**src/rtl/up_down_counter_pkg.sv**
```systemverilog
// Shared counter definitions: default width, a reusable count type and the
// per-edge step decode used by up/down counters in this codebase.
package up_down_counter_pkg;

  localparam int DEFAULT_WIDTH = 4;

  typedef logic [DEFAULT_WIDTH-1:0] count_t;

  // What the counter does on a given edge once reset has been ruled out.
  typedef enum logic [1:0] {
    STEP_HOLD = 2'b00,
    STEP_UP   = 2'b01,
    STEP_DOWN = 2'b10
  } step_e;

  // Enable gates everything; direction only matters while enabled.
  function automatic step_e decode_step(input logic enable, input logic upcount);
    step_e step;
    if (!enable) begin
      step = STEP_HOLD;
    end else if (upcount) begin
      step = STEP_UP;
    end else begin
      step = STEP_DOWN;
    end
    return step;
  endfunction

endpackage

```
**src/rtl/up_down_counter.sv**
```systemverilog
// Parameterised up/down counter with count enable. Wraps modulo 2^WIDTH by
// default, or pins at all-ones / zero when SATURATE is set. The output is
// the count register itself, so nothing on the inputs reaches out without
// passing through a clock edge.
module up_down_counter
  import up_down_counter_pkg::*;
#(
  parameter int WIDTH    = DEFAULT_WIDTH,
  parameter bit SATURATE = 1'b0
) (
  input  logic             clk,
  input  logic             reset_n,
  input  logic             upcount,
  input  logic             enable,
  output logic [WIDTH-1:0] out
);

  localparam logic [WIDTH-1:0] MAX_COUNT = '1;
  localparam logic [WIDTH-1:0] MIN_COUNT = '0;
  localparam logic [WIDTH-1:0] ONE       = WIDTH'(1);

  logic [WIDTH-1:0] cnt;
  logic [WIDTH-1:0] cnt_next;
  step_e            step;

  // Classify this cycle's inputs into hold / up / down.
  always_comb begin
    step = decode_step(enable, upcount);
  end

  // Next count: plain modular step, except at the limits in saturate mode.
  always_comb begin
    cnt_next = cnt;
    case (step)
      STEP_UP: begin
        if (!(SATURATE && (cnt == MAX_COUNT))) begin
          cnt_next = cnt + ONE;
        end
      end
      STEP_DOWN: begin
        if (!(SATURATE && (cnt == MIN_COUNT))) begin
          cnt_next = cnt - ONE;
        end
      end
      default: begin
        cnt_next = cnt;
      end
    endcase
  end

  // Count register; reset (active-high despite the port name) beats all else.
  always_ff @(posedge clk) begin
    if (reset_n) begin
      cnt <= '0;
    end else begin
      cnt <= cnt_next;
    end
  end

  assign out = cnt;

endmodule

```
**config.mk**
```make
export PLATFORM = sky130hd
export DESIGN_NAME = up_down_counter
export DESIGN_NICKNAME = d
export VERILOG_FILES = /design/src/rtl/up_down_counter_pkg.sv /design/src/rtl/up_down_counter.sv
export SDC_FILE = /design/constraint.sdc
export NUM_CORES = 1
export LEC_CHECK = 0
export ABC_CLOCK_PERIOD_IN_PS = 2200
export CAP_MARGIN = 5
export CORE_AREA = 4 4 41 43
export DETAILED_ROUTE_END_ITERATION = 12
export DIE_AREA = 0 0 45 47
export SETUP_SLACK_MARGIN = 0.2
export SYNTH_ARGS = -nofsm -noshare
export SYNTH_HDL_FRONTEND = slang
export SYNTH_SLANG_ARGS = --single-unit
```
**constraint.sdc**
```tcl
create_clock -name clk -period 2.2 [get_ports clk]
set_clock_uncertainty 0.2 [all_clocks]
set_input_delay 0.44 -clock clk [delete_from_list [all_inputs] [get_ports clk]]
set_output_delay 0.44 -clock clk [all_outputs]
set_load 0.05 [all_outputs]
```
## Yosys cells after proc, flatten, opt, wreduce, memory -nomap -nowiden

Cells that the tools add are included.

- Add/sub/neg operators: 2
- Equality and inequality tests: 2
- Mux-type cells: 3
- Reduce and logical (&&, ||, !) cells: 1

Operators with widths:

| operator | count |
|---|---|
| 4-bit case mux with 2 select lines | 1 |
| 4-bit by 1-bit adder with 4-bit output (second input constant) | 1 |
| 2-bit 2-to-1 mux | 2 |
| 4-bit by 1-bit subtractor with 4-bit output (second input constant) | 1 |
| 2-bit by 1-bit equality test with 1-bit output (second input constant) | 1 |
| 2-bit equality test (second input constant) | 1 |
| 2-bit nonzero test | 1 |

- Bits in registers: 4
- Input port bits: 4
- Output and inout bits: 4
- Logic and storage cells: 9

## Longest topological paths before layout

- Depth after elaboration: 4
- Depth in mapped cells: 6
- Gate-level depth less buffers: 6

## Worst setup path before layout

Ideal clock, no wire load.

- Path kind: reg2reg
- From: register cnt[1], in the netlist out[1]
- To: register cnt[2], in the netlist out[2]
- Library setup time: 0.121 ns
- Arrival: 1.681 ns
- Data required time: 1.879 ns
- Setup slack: 0.199 ns
- Stages on the path, launching flop included: 6
- Buffers on the path: 0
- Period minus slack after synthesis: 2.001 ns
- Path through: dfxtp_1 -> xnor2_1 -> ha_1 -> and2_1 -> o21ai_0 -> mux2_2

- Word-level cells in the longest chain between the ends: 2
- Elaborated cells between the ends (all ways): 3
- Those cells by class: add/sub (2); mux (1)

Ends and longest elaborated chain:

| what | RTL line | source |
|---|---|---|
| start, declared | up_down_counter.sv:22 | `logic [WIDTH-1:0] cnt;` |
| start signal, assigned | up_down_counter.sv:56 | `cnt <= cnt_next;` |
| 4-bit by 1-bit subtractor with 4-bit output or 4-bit by 1-bit adder with 4-bit output (tied branches) | up_down_counter.sv:42, up_down_counter.sv:37 |  |
| 4-bit case mux with 2 select lines (*) | up_down_counter.sv:34 | `case (step)` |

Every way passes the cells marked *; elsewhere a longest branch is shown, timed or not.
A chain may end at the register's enable or synchronous reset.

## Final worst setup path

- From: register cnt[1], in the netlist out[1]
- To: output out[1]

RTL lines:

| what | RTL line | source |
|---|---|---|
| end, declared | up_down_counter.sv:15 | `output logic [WIDTH-1:0] out` |

No word-level cell between the ends.

==> impl_metrics.py <==
metrics = {
    "synth": {
        "netlist.area_leader.share_pct": 36.16,
        "synth-seq-area-share_pct": 36.16,
        "synth_cell_type_count": 16,
        "postSynthCellCount": 23,
        "synthTopCellsByCount": "dfxtp_1, nor2_1, xnor2_1",
        "syn-cell-area_um2": 221.5,
        "async_flop_share_pct": 0,
        "avgSynthCellArea_um2": 9.629,
        "synth-seq-cells": 4,
        "synth_edf_count": 0,
        "synth-main-ff-cell": "dfxtp_1",
        "synth_largest_area_cell": "dfxtp_1",
        "synth_nets": 28,
        "yosys_warnings": 0,
        "synth_area_leaders": "dfxtp_1, xnor2_1, nor2_1",
    },
    "routing": {
        "drc": 0,
        "routed_wl_um": 474,
        "final_antenna_net_count": 0,
        "first_pass_iters": 2,
        "drt_iter0_drc": 1,
        "detail_route.vias_per_cell": 4.140,
        "post_drt_wl_per_cell_um": 9.480,
        "vias": 207,
    },
    "power_and_ir_drop": {
        "leakagePower_nw": 0.1808,
        "max-vdd-ir-drop_uv": 256.9,
        "power_density_nw_per_um2": 739.4,
        "finalPower_mw": 0.2692,
    },
    "cts": {
        "clkTransAtPathRegs_ps": 40,
        "cts_max_path_buffers": 2,
        "clkLatencyLatePin_ps": 230,
        "cts-root-buf": "clkbuf_4",
        "post_cts_buffers": 0,
        "cts_made_buffers": 3,
        "cts_sinks": 4,
        "htreeDepth": 1,
        "hold_buffers": 0,
        "cts_tree": "yes",
    },
    "critical_path": {
        "startpoint_type": "flip-flop",
        "endpoint_kind": "output port",
        "cpMaxStageDelayCell": "dlygate4sd2_1",
        "crit_buf_inv": 1,
        "reg2reg_slack_ps": 640,
        "path_delay_family": "buffers and inverters",
        "cp_data_required_time_ps": 1560,
        "critPathMaxFanout": 6,
        "worstPathArrival_ps": 1140,
        "critPathMaxStageDelay_ps": 540,
        "path_cells": "dlygate4sd2_1",
        "crit_type": "flip-flop to output port",
    },
    "timing": {
        "hold_viol_final": 0,
        "max-slew-margin-rel_pct": 67.01,
        "fmax_mhz": 561.0,
        "fin_crit_ps": 1782,
        "rsz0062_at_grt": "no",
        "setup_viol": 0,
        "final.setup.tns_ps": 0,
        "period_share_pct": 81.02,
        "timing_worst_slew_pin_value_ps": 496.9,
        "maxSlewViolCount": 0,
    },
    "global_routing": {
        "antenna_found_initial": 0,
        "grt_max_degree": 7,
        "grt.overflow.total": 0,
        "track_usage_pct": 6.235,
        "grt_pass1_vias": 211,
        "grt_pass1_wl_um": 848,
    },
    "floorplanning": {
        "die_w_um": 45,
        "std_cell_rows": 13,
        "die-area_um2": 2115,
        "die_y_um": 47,
        "io_pins": 8,
        "core_area_um2": 1301,
        "start_util_pct": 17.02,
    },
    "status": {
        "status": "completed",
    },
    "layout": {
        "layout.nets": 42,
        "ff_latch_area_um2": 81.33,
        "final_util_pct": 27.98,
        "design_area_um2": 364.1,
        "area_growth_pct": 64.41,
        "diodes": 0,
        "fill_cells": 159,
        "multi_input_area_um2": 158.9,
        "drive_above_1_share_pct": 40.00,
        "largest_register_ffs": 4,
        "final_cells": 50,
    },
    "place": {
        "place_congestion": 0.6153,
        "port_buffers": 7,
        "postPlaceCellArea_um2": 321.6,
        "dp_cells": 47,
    },
    "job": {
        "cap_violations": 0,
    },
    "min_path": {
        "hold_class": "flip-flop to flip-flop",
    },
}
cells by family after synthesis:
logic type	synth area share [%]
and+or+nand+nor	31.08
DFF	36.16
muxes	14.69
AOI/OAI and AO/OA	4.515
xor gates and xnor gates	7.911
adders and majority gates	5.649
cell usage in the layout, fill, tap and decap left out, drive strengths merged:
cell type	netlist	final
dlygate4sd2	0	2
mux2i	1	1
and2b	1	1
dfxtp	4	4
o21ai	2	2
nor2b	1	1
clkdlybuf4s50	0	1
clkbuf	0	3
nor2	4	4
buf	0	4
mux2	2	2
and4	1	1
and2	1	1
nand2b	1	1
xnor2	2	2
dlymetal6s2s	0	2
nor3	1	1
nor4	1	1
ha	1	1
worst paths after layout:
check,start,to,cells past startpoint
worst max-delay path,out[1]$_SDFFE_PP0P_,out[1],1
worst min-delay path,out[3]$_SDFFE_PP0P_,out[3]$_SDFFE_PP0P_,2
worst max register to register,out[1]$_SDFFE_PP0P_,out[2]$_SDFFE_PP0P_,5
worst min register to register,out[3]$_SDFFE_PP0P_,out[3]$_SDFFE_PP0P_,2
power breakdown:
part	switching [mW]	internal, mW
Sequential	0.0109	0.0820
Combinational	0.0494	0.0370
Clock	0.0289	0.0610
Total	0.0892	0.180
per-layer routing:
| layer | wire length (um) | vias up | share of wire, % | track usage, % |
|---|---|---|---|---|
| li1 | - | 106 | - | - |
| met1 | 205 | 94 | 43 | 5.896 |
| met2 | 214 | 5 | 45 | 8.757 |
| met3 | 47 | 2 | 9.9 | 2.682 |
| met4 | 7 | 0 | 1.5 | 8.772 |
| met5 | 0 | - | 0 | 0 |
metrics by stage:
stage                     hold WS (ps)  setup slack [ps]
after floorplan                  305.0             357.9
final                            338.3             417.5
after detailed placement         348.3            -150.9
after global placement           321.9            -164.4
after global routing             384.2             360.1
after CTS                        351.5             144.4
timing repair:
action	4_1_cts	5_1_grt
resized for setup	3	6
gates cloned	0	0
pin swaps	0	1
setup endpoints to repair	3	1
cell type report:
cell class | count | share of cell area (%)
clock buffers | 3 | 6.186
multi-input cells | 19 | 43.64
flip-flops and latches | 4 | 22.34
well taps | 15 | 5.155
repair buffers | 9 | 22.68
Power figures use the tool's default switching activity.
